**src/rtl/decrypt_stream_pkg.sv**
```systemverilog
// Shared definitions for the receive-side stream decryptor: session states and
// the default character width.
package decrypt_stream_pkg;

  localparam int N_DEFAULT = 7;

  typedef enum logic [2:0] {
    IDLE      = 3'd0,
    LOAD      = 3'd1,
    WAIT_INIT = 3'd2,
    RUN       = 3'd3,
    DRAIN     = 3'd4
  } state_e;

endpackage

```
**src/rtl/decrypt_stream_ks_fifo.sv**
```systemverilog
// Small synchronous FIFO that prefetches keystream characters ahead of the
// ciphertext they will be XORed with. DEPTH must be a power of two.
module ks_fifo #(
  parameter int DEPTH = 4,
  parameter int WIDTH = 7
) (
  input  logic             clk,
  input  logic             rst,
  input  logic             flush,
  input  logic             push,
  input  logic [WIDTH-1:0] push_data,
  input  logic             pop,
  output logic [WIDTH-1:0] head,
  output logic             full,
  output logic             empty
);

  localparam int AW = (DEPTH > 1) ? $clog2(DEPTH) : 1;
  localparam logic [AW:0] FULL_CNT = DEPTH[AW:0];

  logic [WIDTH-1:0] mem_q [DEPTH];
  logic [AW-1:0]    wr_ptr_q, wr_ptr_d;
  logic [AW-1:0]    rd_ptr_q, rd_ptr_d;
  logic [AW:0]      count_q, count_d;
  logic             do_push;
  logic             do_pop;

  assign full    = (count_q == FULL_CNT);
  assign empty   = (count_q == '0);
  assign head    = mem_q[rd_ptr_q];
  assign do_push = push && !full && !flush;
  assign do_pop  = pop && !empty && !flush;

  always_comb begin
    wr_ptr_d = wr_ptr_q;
    rd_ptr_d = rd_ptr_q;
    count_d  = count_q;
    if (flush) begin
      wr_ptr_d = '0;
      rd_ptr_d = '0;
      count_d  = '0;
    end else begin
      if (do_push) wr_ptr_d = wr_ptr_q + 1'b1;
      if (do_pop)  rd_ptr_d = rd_ptr_q + 1'b1;
      // Simultaneous push and pop leaves occupancy unchanged.
      case ({do_push, do_pop})
        2'b10:   count_d = count_q + 1'b1;
        2'b01:   count_d = count_q - 1'b1;
        default: count_d = count_q;
      endcase
    end
  end

  always_ff @(posedge clk or negedge rst) begin
    if (!rst) begin
      wr_ptr_q <= '0;
      rd_ptr_q <= '0;
      count_q  <= '0;
    end else begin
      wr_ptr_q <= wr_ptr_d;
      rd_ptr_q <= rd_ptr_d;
      count_q  <= count_d;
    end
  end

  always_ff @(posedge clk) begin
    if (do_push) mem_q[wr_ptr_q] <= push_data;
  end

endmodule

```
**src/rtl/decrypt_stream.sv**
```systemverilog
// Receive-side stream decryptor: loads the key into the keystream generator,
// prefetches keystream, and XORs each ciphertext character into plaintext.
module decrypt_stream
  import decrypt_stream_pkg::*;
#(
  parameter int N        = N_DEFAULT,
  parameter int KS_DEPTH = 4,
  parameter int CW       = 16
) (
  input  logic          clk,
  input  logic          rst,
  input  logic          start,
  input  logic [N-1:0]  password,
  output logic [N-1:0]  key_out,
  output logic          key_load,
  input  logic          ks_init_done,
  input  logic [N-1:0]  ks_data,
  input  logic          ks_valid,
  output logic          ks_ready,
  input  logic [N-1:0]  ct_data,
  input  logic          ct_last,
  input  logic          ct_valid,
  output logic          ct_ready,
  output logic [N-1:0]  pt_data,
  output logic          pt_last,
  output logic          pt_valid,
  input  logic          pt_ready,
  output logic          busy,
  output logic [CW-1:0] char_count
);

  state_e        state_q, state_d;
  logic [N-1:0]  key_q, key_d;
  logic [CW-1:0] cnt_q, cnt_d;
  logic [N-1:0]  pt_data_q, pt_data_d;
  logic          pt_last_q, pt_last_d;
  logic          pt_valid_q, pt_valid_d;

  logic          fifo_flush;
  logic          fifo_push;
  logic          fifo_pop;
  logic [N-1:0]  fifo_head;
  logic          fifo_full;
  logic          fifo_empty;
  logic          ct_xfer;
  logic          pt_xfer;

  ks_fifo #(
    .DEPTH (KS_DEPTH),
    .WIDTH (N)
  ) u_ks_fifo (
    .clk       (clk),
    .rst       (rst),
    .flush     (fifo_flush),
    .push      (fifo_push),
    .push_data (ks_data),
    .pop       (fifo_pop),
    .head      (fifo_head),
    .full      (fifo_full),
    .empty     (fifo_empty)
  );

  assign pt_xfer = pt_valid_q && pt_ready;

  always_comb begin
    state_d    = state_q;
    key_d      = key_q;
    cnt_d      = cnt_q;
    pt_data_d  = pt_data_q;
    pt_last_d  = pt_last_q;
    pt_valid_d = pt_valid_q;
    fifo_flush = 1'b0;
    ks_ready   = 1'b0;
    ct_ready   = 1'b0;

    case (state_q)
      IDLE: begin
        if (start) begin
          key_d      = password;
          cnt_d      = '0;
          fifo_flush = 1'b1;
          state_d    = LOAD;
        end
      end
      LOAD: begin
        state_d = WAIT_INIT;
      end
      WAIT_INIT: begin
        // Prefetch may begin in the very cycle the generator reports ready.
        ks_ready = ks_init_done && !fifo_full;
        if (ks_init_done) state_d = RUN;
      end
      RUN: begin
        ks_ready = !fifo_full;
        ct_ready = !fifo_empty && (!pt_valid_q || pt_ready);
        if (ct_valid && ct_ready && ct_last) state_d = DRAIN;
      end
      DRAIN: begin
        // Leftover keystream belongs to this session only, so drop it on exit.
        if (pt_xfer) begin
          state_d    = IDLE;
          fifo_flush = 1'b1;
        end
      end
      default: begin
        state_d = IDLE;
      end
    endcase

    ct_xfer   = ct_valid && ct_ready;
    fifo_pop  = ct_xfer;
    fifo_push = ks_valid && ks_ready;

    if (ct_xfer) begin
      pt_data_d  = ct_data ^ fifo_head;
      pt_last_d  = ct_last;
      pt_valid_d = 1'b1;
      cnt_d      = cnt_q + 1'b1;
    end else if (pt_xfer) begin
      pt_valid_d = 1'b0;
    end
  end

  always_ff @(posedge clk or negedge rst) begin
    if (!rst) begin
      state_q    <= IDLE;
      key_q      <= '0;
      cnt_q      <= '0;
      pt_data_q  <= '0;
      pt_last_q  <= 1'b0;
      pt_valid_q <= 1'b0;
    end else begin
      state_q    <= state_d;
      key_q      <= key_d;
      cnt_q      <= cnt_d;
      pt_data_q  <= pt_data_d;
      pt_last_q  <= pt_last_d;
      pt_valid_q <= pt_valid_d;
    end
  end

  assign key_out    = key_q;
  assign key_load   = (state_q == LOAD);
  assign busy       = (state_q != IDLE);
  assign pt_data    = pt_data_q;
  assign pt_last    = pt_last_q;
  assign pt_valid   = pt_valid_q;
  assign char_count = cnt_q;

endmodule

```
**config.mk**
```make
export PLATFORM = sky130hd
export DESIGN_NAME = decrypt_stream
export DESIGN_NICKNAME = d
export VERILOG_FILES = /design/src/rtl/decrypt_stream_pkg.sv /design/src/rtl/decrypt_stream_ks_fifo.sv /design/src/rtl/decrypt_stream.sv
export SDC_FILE = /design/constraint.sdc
export NUM_CORES = 1
export LEC_CHECK = 0
export CAP_MARGIN = 20
export CORE_MARGIN = 5
export CORE_UTILIZATION = 52
export DETAILED_ROUTE_END_ITERATION = 16
export GPL_TIMING_DRIVEN = 0
export PLACE_DENSITY = 0.87
export RECOVER_POWER = 100
export SLEW_MARGIN = 20
export SYNTH_ARGS = -nofsm -noshare
export SYNTH_HDL_FRONTEND = slang
export SYNTH_HIERARCHICAL = 1
export SYNTH_SLANG_ARGS = --single-unit
export TNS_END_PERCENT = 10
```
**constraint.sdc**
```tcl
create_clock -name clk -period 3.4 [get_ports clk]
set_input_delay 1.02 -clock clk [delete_from_list [all_inputs] [get_ports clk]]
set_output_delay 1.02 -clock clk [all_outputs]
set_load 0.03 [all_outputs]
```
==> impl_metrics.py <==
metrics = {
    "final_layout": {
        "final_layout_size_suffix_gt1_share_pct": 14.0,
        "area_delta_synth_final_pct": 26.5,
        "final_cell_utilization_of_the_core_pct": 67.2,
        "antenna-diode-count": 0,
        "number_of_nets_in_the_layout": 380,
        "post-route-cell-area_um2": 4240,
        "layout.cells.non_filler": 427,
    },
    "route": {
        "route.detailed.drc": 0,
        "vias_per_cell": 5.52,
        "drt-wirelength-per-cell_um": 16.6,
        "detailroute.via_count": 2356,
        "detailedRoute.firstPassIterationCount": 4,
        "detailedRoute.firstIterationViolations": 116,
        "drt-total-wl_um": 7070,
        "drtAntennaViolNets": 0,
    },
    "yosys": {
        "synth_cells": 269,
        "synth_ff_type": "sky130_fd_sc_hd__dfrtp_1",
        "synth_enable_flop_cells": 28,
        "syn_nets": 304,
        "seq_total_area_yosys_pct": 56.4,
        "synth_top_cell_by_area": "sky130_fd_sc_hd__dfrtp_1",
        "synthArstFlopShare_pct": 60.0,
        "synth.area.top_cells": "sky130_fd_sc_hd__dfrtp_1, sky130_fd_sc_hd__edfxtp_1, sky130_fd_sc_hd__mux4_2",
        "synthesis_stage_register_bit_count": 70,
        "post_synth_num_cell_types": 54,
        "syn-cell-area_um2": 3350,
        "fraction_of_post_synthesis_cell_area_in_the_top_cell_type_by_area_pct": 31.4,
        "synth_warnings": 6,
        "syn_area_per_cell_um2": 12.5,
    },
    "critical_path": {
        "cp_slowest_stage_delay_ns": 0.52,
        "worstPathRequired_ns": 3.61,
        "criticalPathCategory": "in2reg",
        "setup.worst_path.start_class": "primary input",
        "critical_path.cell_chain": "clkdlybuf4s50_1 -> nor2b_2 -> or3_4 -> inv_1 -> buf_6 -> nand2b_1 -> nor3_2 -> fa_1 -> o311a_1 -> a21oi_1 -> nor3_1",
        "cp_data_arrival_time_ns": 3.49,
        "critPathSlowestCell": "sky130_fd_sc_hd__clkdlybuf4s50_1",
        "critical_path.max_fanout": 12,
        "worstSetupEndpointType": "flop",
    },
    "pwr": {
        "post-layout-total-power_mw": 3.48,
        "swShare_pct": 40.6,
        "power.ir.vdd_worst_uv": 501,
        "p_int_mw": 2.07,
        "p_leak_nw": 1.74,
        "comb_power_share_pct": 46.1,
        "power.net_switching_mw": 1.41,
        "share_clk_of_total_power_pct": 17.7,
        "power_density_nw_per_um2": 821,
        "power_frac_seq_pct": 36.2,
    },
    "sta": {
        "max_freq_ghz": 0.305,
        "finalClockSkew_ns": 0.00570,
        "timing.final.hold_violations": 0,
        "period_minus_slack_ns": 3.28,
        "worst_hold_slack_ns": 0.476,
        "timing.final.crit_share_pct": 96.4,
        "timing.final.setup_violations": 0,
        "slew_headroom_pct": 16.8,
        "tightest_slew_ns": 1.25,
        "final-max-slew-violation-count": 0,
        "post-route-worst-setup-slack_ns": 0.121,
        "setup_total_negative_slack_ns": 0,
    },
    "floorplan": {
        "rows": 29,
        "ios": 65,
        "die_height_um": 90.3,
        "floorplan.initialDensity_pct": 53.1,
        "core_region_area_um2": 6310,
        "dieWidth_um": 90.3,
        "floorplan.die_area_um2": 8150,
    },
    "clocking": {
        "cts.reportedPaths.clkPinSlew_ns": 0.08,
        "clock_insertion_delay_worst_skew_ns": 0.34,
        "root_buffer": "sky130_fd_sc_hd__clkbuf_8",
        "clkSinkCount": 70,
        "h_tree_level_count": 3,
        "tritoncts_buffer_count": 9,
        "post_cts_hold_buffer_count": 0,
        "cts_tree": "built",
        "max-clock-path-buffers": 2,
    },
    "global_route": {
        "groute.layer.met1.usage_pct": 21.9,
        "grt_remaining_overflow": 0,
        "first_global_vias": 2362,
        "grt_pass1_wl_um": 11600,
        "grtUsageMet3_pct": 5.08,
        "global_route.usage.total_pct": 17.6,
        "maximum_number_of_pins_on_one_net_before_global_route_repair": 24,
        "grt_antenna_before_repair": 0,
        "busiest_layer": "met2",
        "gr_layer_usage_met2_pct": 29.0,
    },
    "placed_design": {
        "post-dp-hpwl_um": 5100,
        "dpl.cell_count": 411,
        "placed_area_um2": 4120,
        "pre_cts_slack_ns": -0.278,
        "gp_routability_congestion": 0.832,
        "port_buffers": 64,
    },
    "outcome": {
        "run_status": "completed",
    },
    "job": {
        "drv.max_cap_violation_count": 0,
    },
    "min_path": {
        "holdCritPathClass": "reg2reg",
    },
}
per-layer routing:
metal / vias to the layer above / share of wire, % / routed length [µm]
li1: 1124 / - / -
met1: 1139 / 41 / 2930
met2: 80 / 51 / 3590
met3: 13 / 6.3 / 442
met4: 0 / 1.6 / 112
met5: - / 0 / 0
final timing paths:
| kind | startpoint | to | slack (ns) | cells past startpoint |
|---|---|---|---|---|
| min reg2reg | char_count[15]$_DFFE_PN0P_ | char_count[15]$_DFFE_PN0P_ | 0.48 | 1 |
| max reg2reg | u_ks_fifo/count_q[2]$_DFFE_PN0P_ | u_ks_fifo/count_q[1]$_DFFE_PN0P_ | 0.61 | 12 |
| min in group asynchronous | rst | char_count[13]$_DFFE_PN0P_ | 0.92 | 1 |
| min | char_count[15]$_DFFE_PN0P_ | char_count[15]$_DFFE_PN0P_ | 0.48 | 1 |
| max in group asynchronous | rst | u_ks_fifo/wr_ptr_q[0]$_DFFE_PN0P_ | 0.87 | 2 |
| max | pt_ready | u_ks_fifo/count_q[1]$_DFFE_PN0P_ | 0.12 | 11 |
power by group through the flow:
stage               clock, mW  combinational [mW]  sequential [mW]
global route            0.662                1.74             1.29
floorplan                   0               0.901             1.51
detailed placement          0                1.70             1.28
finish                  0.617                1.61             1.26
global placement            0                1.65             1.27
CTS                     0.626                1.70             1.26
critical path: cells and delay by family:
family	cells	cell delay (ns)
AND/OR/NAND/NOR	5	0.89
buffers and inverters	3	0.85
adder cells (fa/ha/maj)	1	0.47
AO/OA/AOI/OAI	2	0.24
kinds of logic after synthesis:
family | after synthesis | synth area share [%]
multiplexers | 22 | 9.44
XOR/XNOR | 12 | 3.14
AO/OA/AOI/OAI | 43 | 8.88
buffers and inverters | 25 | 4.63
AND/OR/NAND/NOR | 91 | 15.0
flip-flops | 70 | 56.4
adder cells (fa/ha/maj) | 6 | 2.46
sequential cells by signal, summed over array words and instances (netlist names), 2 cells and up:
signal / flops
char_count: 16
key_out: 7
pt_data: 7
state_q: 3
u_ks_fifo/count_q: 3
u_ks_fifo/mem_q: 28
u_ks_fifo/rd_ptr_q: 2
u_ks_fifo/wr_ptr_q: 2
cell usage after synthesis, drive strengths merged, types with 2 or more instances:
cell,count
nand3b,2
or3,5
inv,8
a31oi,4
nor2b,3
clkbuf,4
and4,2
edfxtp,28
dfrtp,42
nand2b,5
buf,13
a21oi,4
nor3,8
o21ai,15
mux4,7
a21o,2
mux2i,8
xor2,2
a21boi,4
nand3,9
and2,6
and3,4
xnor2,10
ha,5
o31ai,2
nand2,24
o21a,3
nor2,13
mux2,7
nor3b,3
nand4,4
cells in the final DEF, fill, tap and decap left out, types with 2 or more instances in the layout:
cell / n
sky130_fd_sc_hd__a21boi_0: 4
sky130_fd_sc_hd__a21o_1: 2
sky130_fd_sc_hd__a21oi_1: 4
sky130_fd_sc_hd__a31oi_1: 4
sky130_fd_sc_hd__and2_1: 5
sky130_fd_sc_hd__and3_1: 4
sky130_fd_sc_hd__and4_1: 2
sky130_fd_sc_hd__buf_2: 3
sky130_fd_sc_hd__buf_6: 4
sky130_fd_sc_hd__clkbuf_1: 11
sky130_fd_sc_hd__clkbuf_8: 9
sky130_fd_sc_hd__clkdlybuf4s50_1: 19
sky130_fd_sc_hd__clkinvlp_4: 2
sky130_fd_sc_hd__dfrtp_1: 42
sky130_fd_sc_hd__dlygate4sd2_1: 2
sky130_fd_sc_hd__dlygate4sd3_1: 42
sky130_fd_sc_hd__edfxtp_1: 28
sky130_fd_sc_hd__ha_1: 5
sky130_fd_sc_hd__inv_1: 7
sky130_fd_sc_hd__inv_6: 2
sky130_fd_sc_hd__mux2_2: 7
sky130_fd_sc_hd__mux2i_1: 8
sky130_fd_sc_hd__mux4_2: 7
sky130_fd_sc_hd__nand2_1: 24
sky130_fd_sc_hd__nand2b_1: 4
sky130_fd_sc_hd__nand3_1: 9
sky130_fd_sc_hd__nand4_1: 4
sky130_fd_sc_hd__nor2_1: 13
sky130_fd_sc_hd__nor2b_1: 2
sky130_fd_sc_hd__nor3_1: 5
sky130_fd_sc_hd__nor3_2: 3
sky130_fd_sc_hd__nor3b_1: 3
sky130_fd_sc_hd__o21a_1: 3
sky130_fd_sc_hd__o21ai_0: 13
sky130_fd_sc_hd__o31ai_1: 2
sky130_fd_sc_hd__or3_1: 4
sky130_fd_sc_hd__xnor2_1: 10
sky130_fd_sc_hd__xor2_1: 2
timing repair:
item | in CTS | in global routing
pin swaps | 0 | 0
buffers inserted | 0 | 0
gates resized for setup | 3 | 2
endpoints found under the setup margin | 2 | 1
hold endpoints to repair | 0 | 0
final cells by class:
class / count / area [µm²]
flip-flops and latches: 70 / 1890
inverters: 8 / 30.0
repair buffers: 65 / 636
clock inverters: 7 / 57.6
clock buffers: 9 / 124
multi-input cells: 174 / 1310
fillers: 457 / 2070
plain buffers: 17 / 101
well taps: 77 / 96.3
Power figures use the tool's default switching activity.
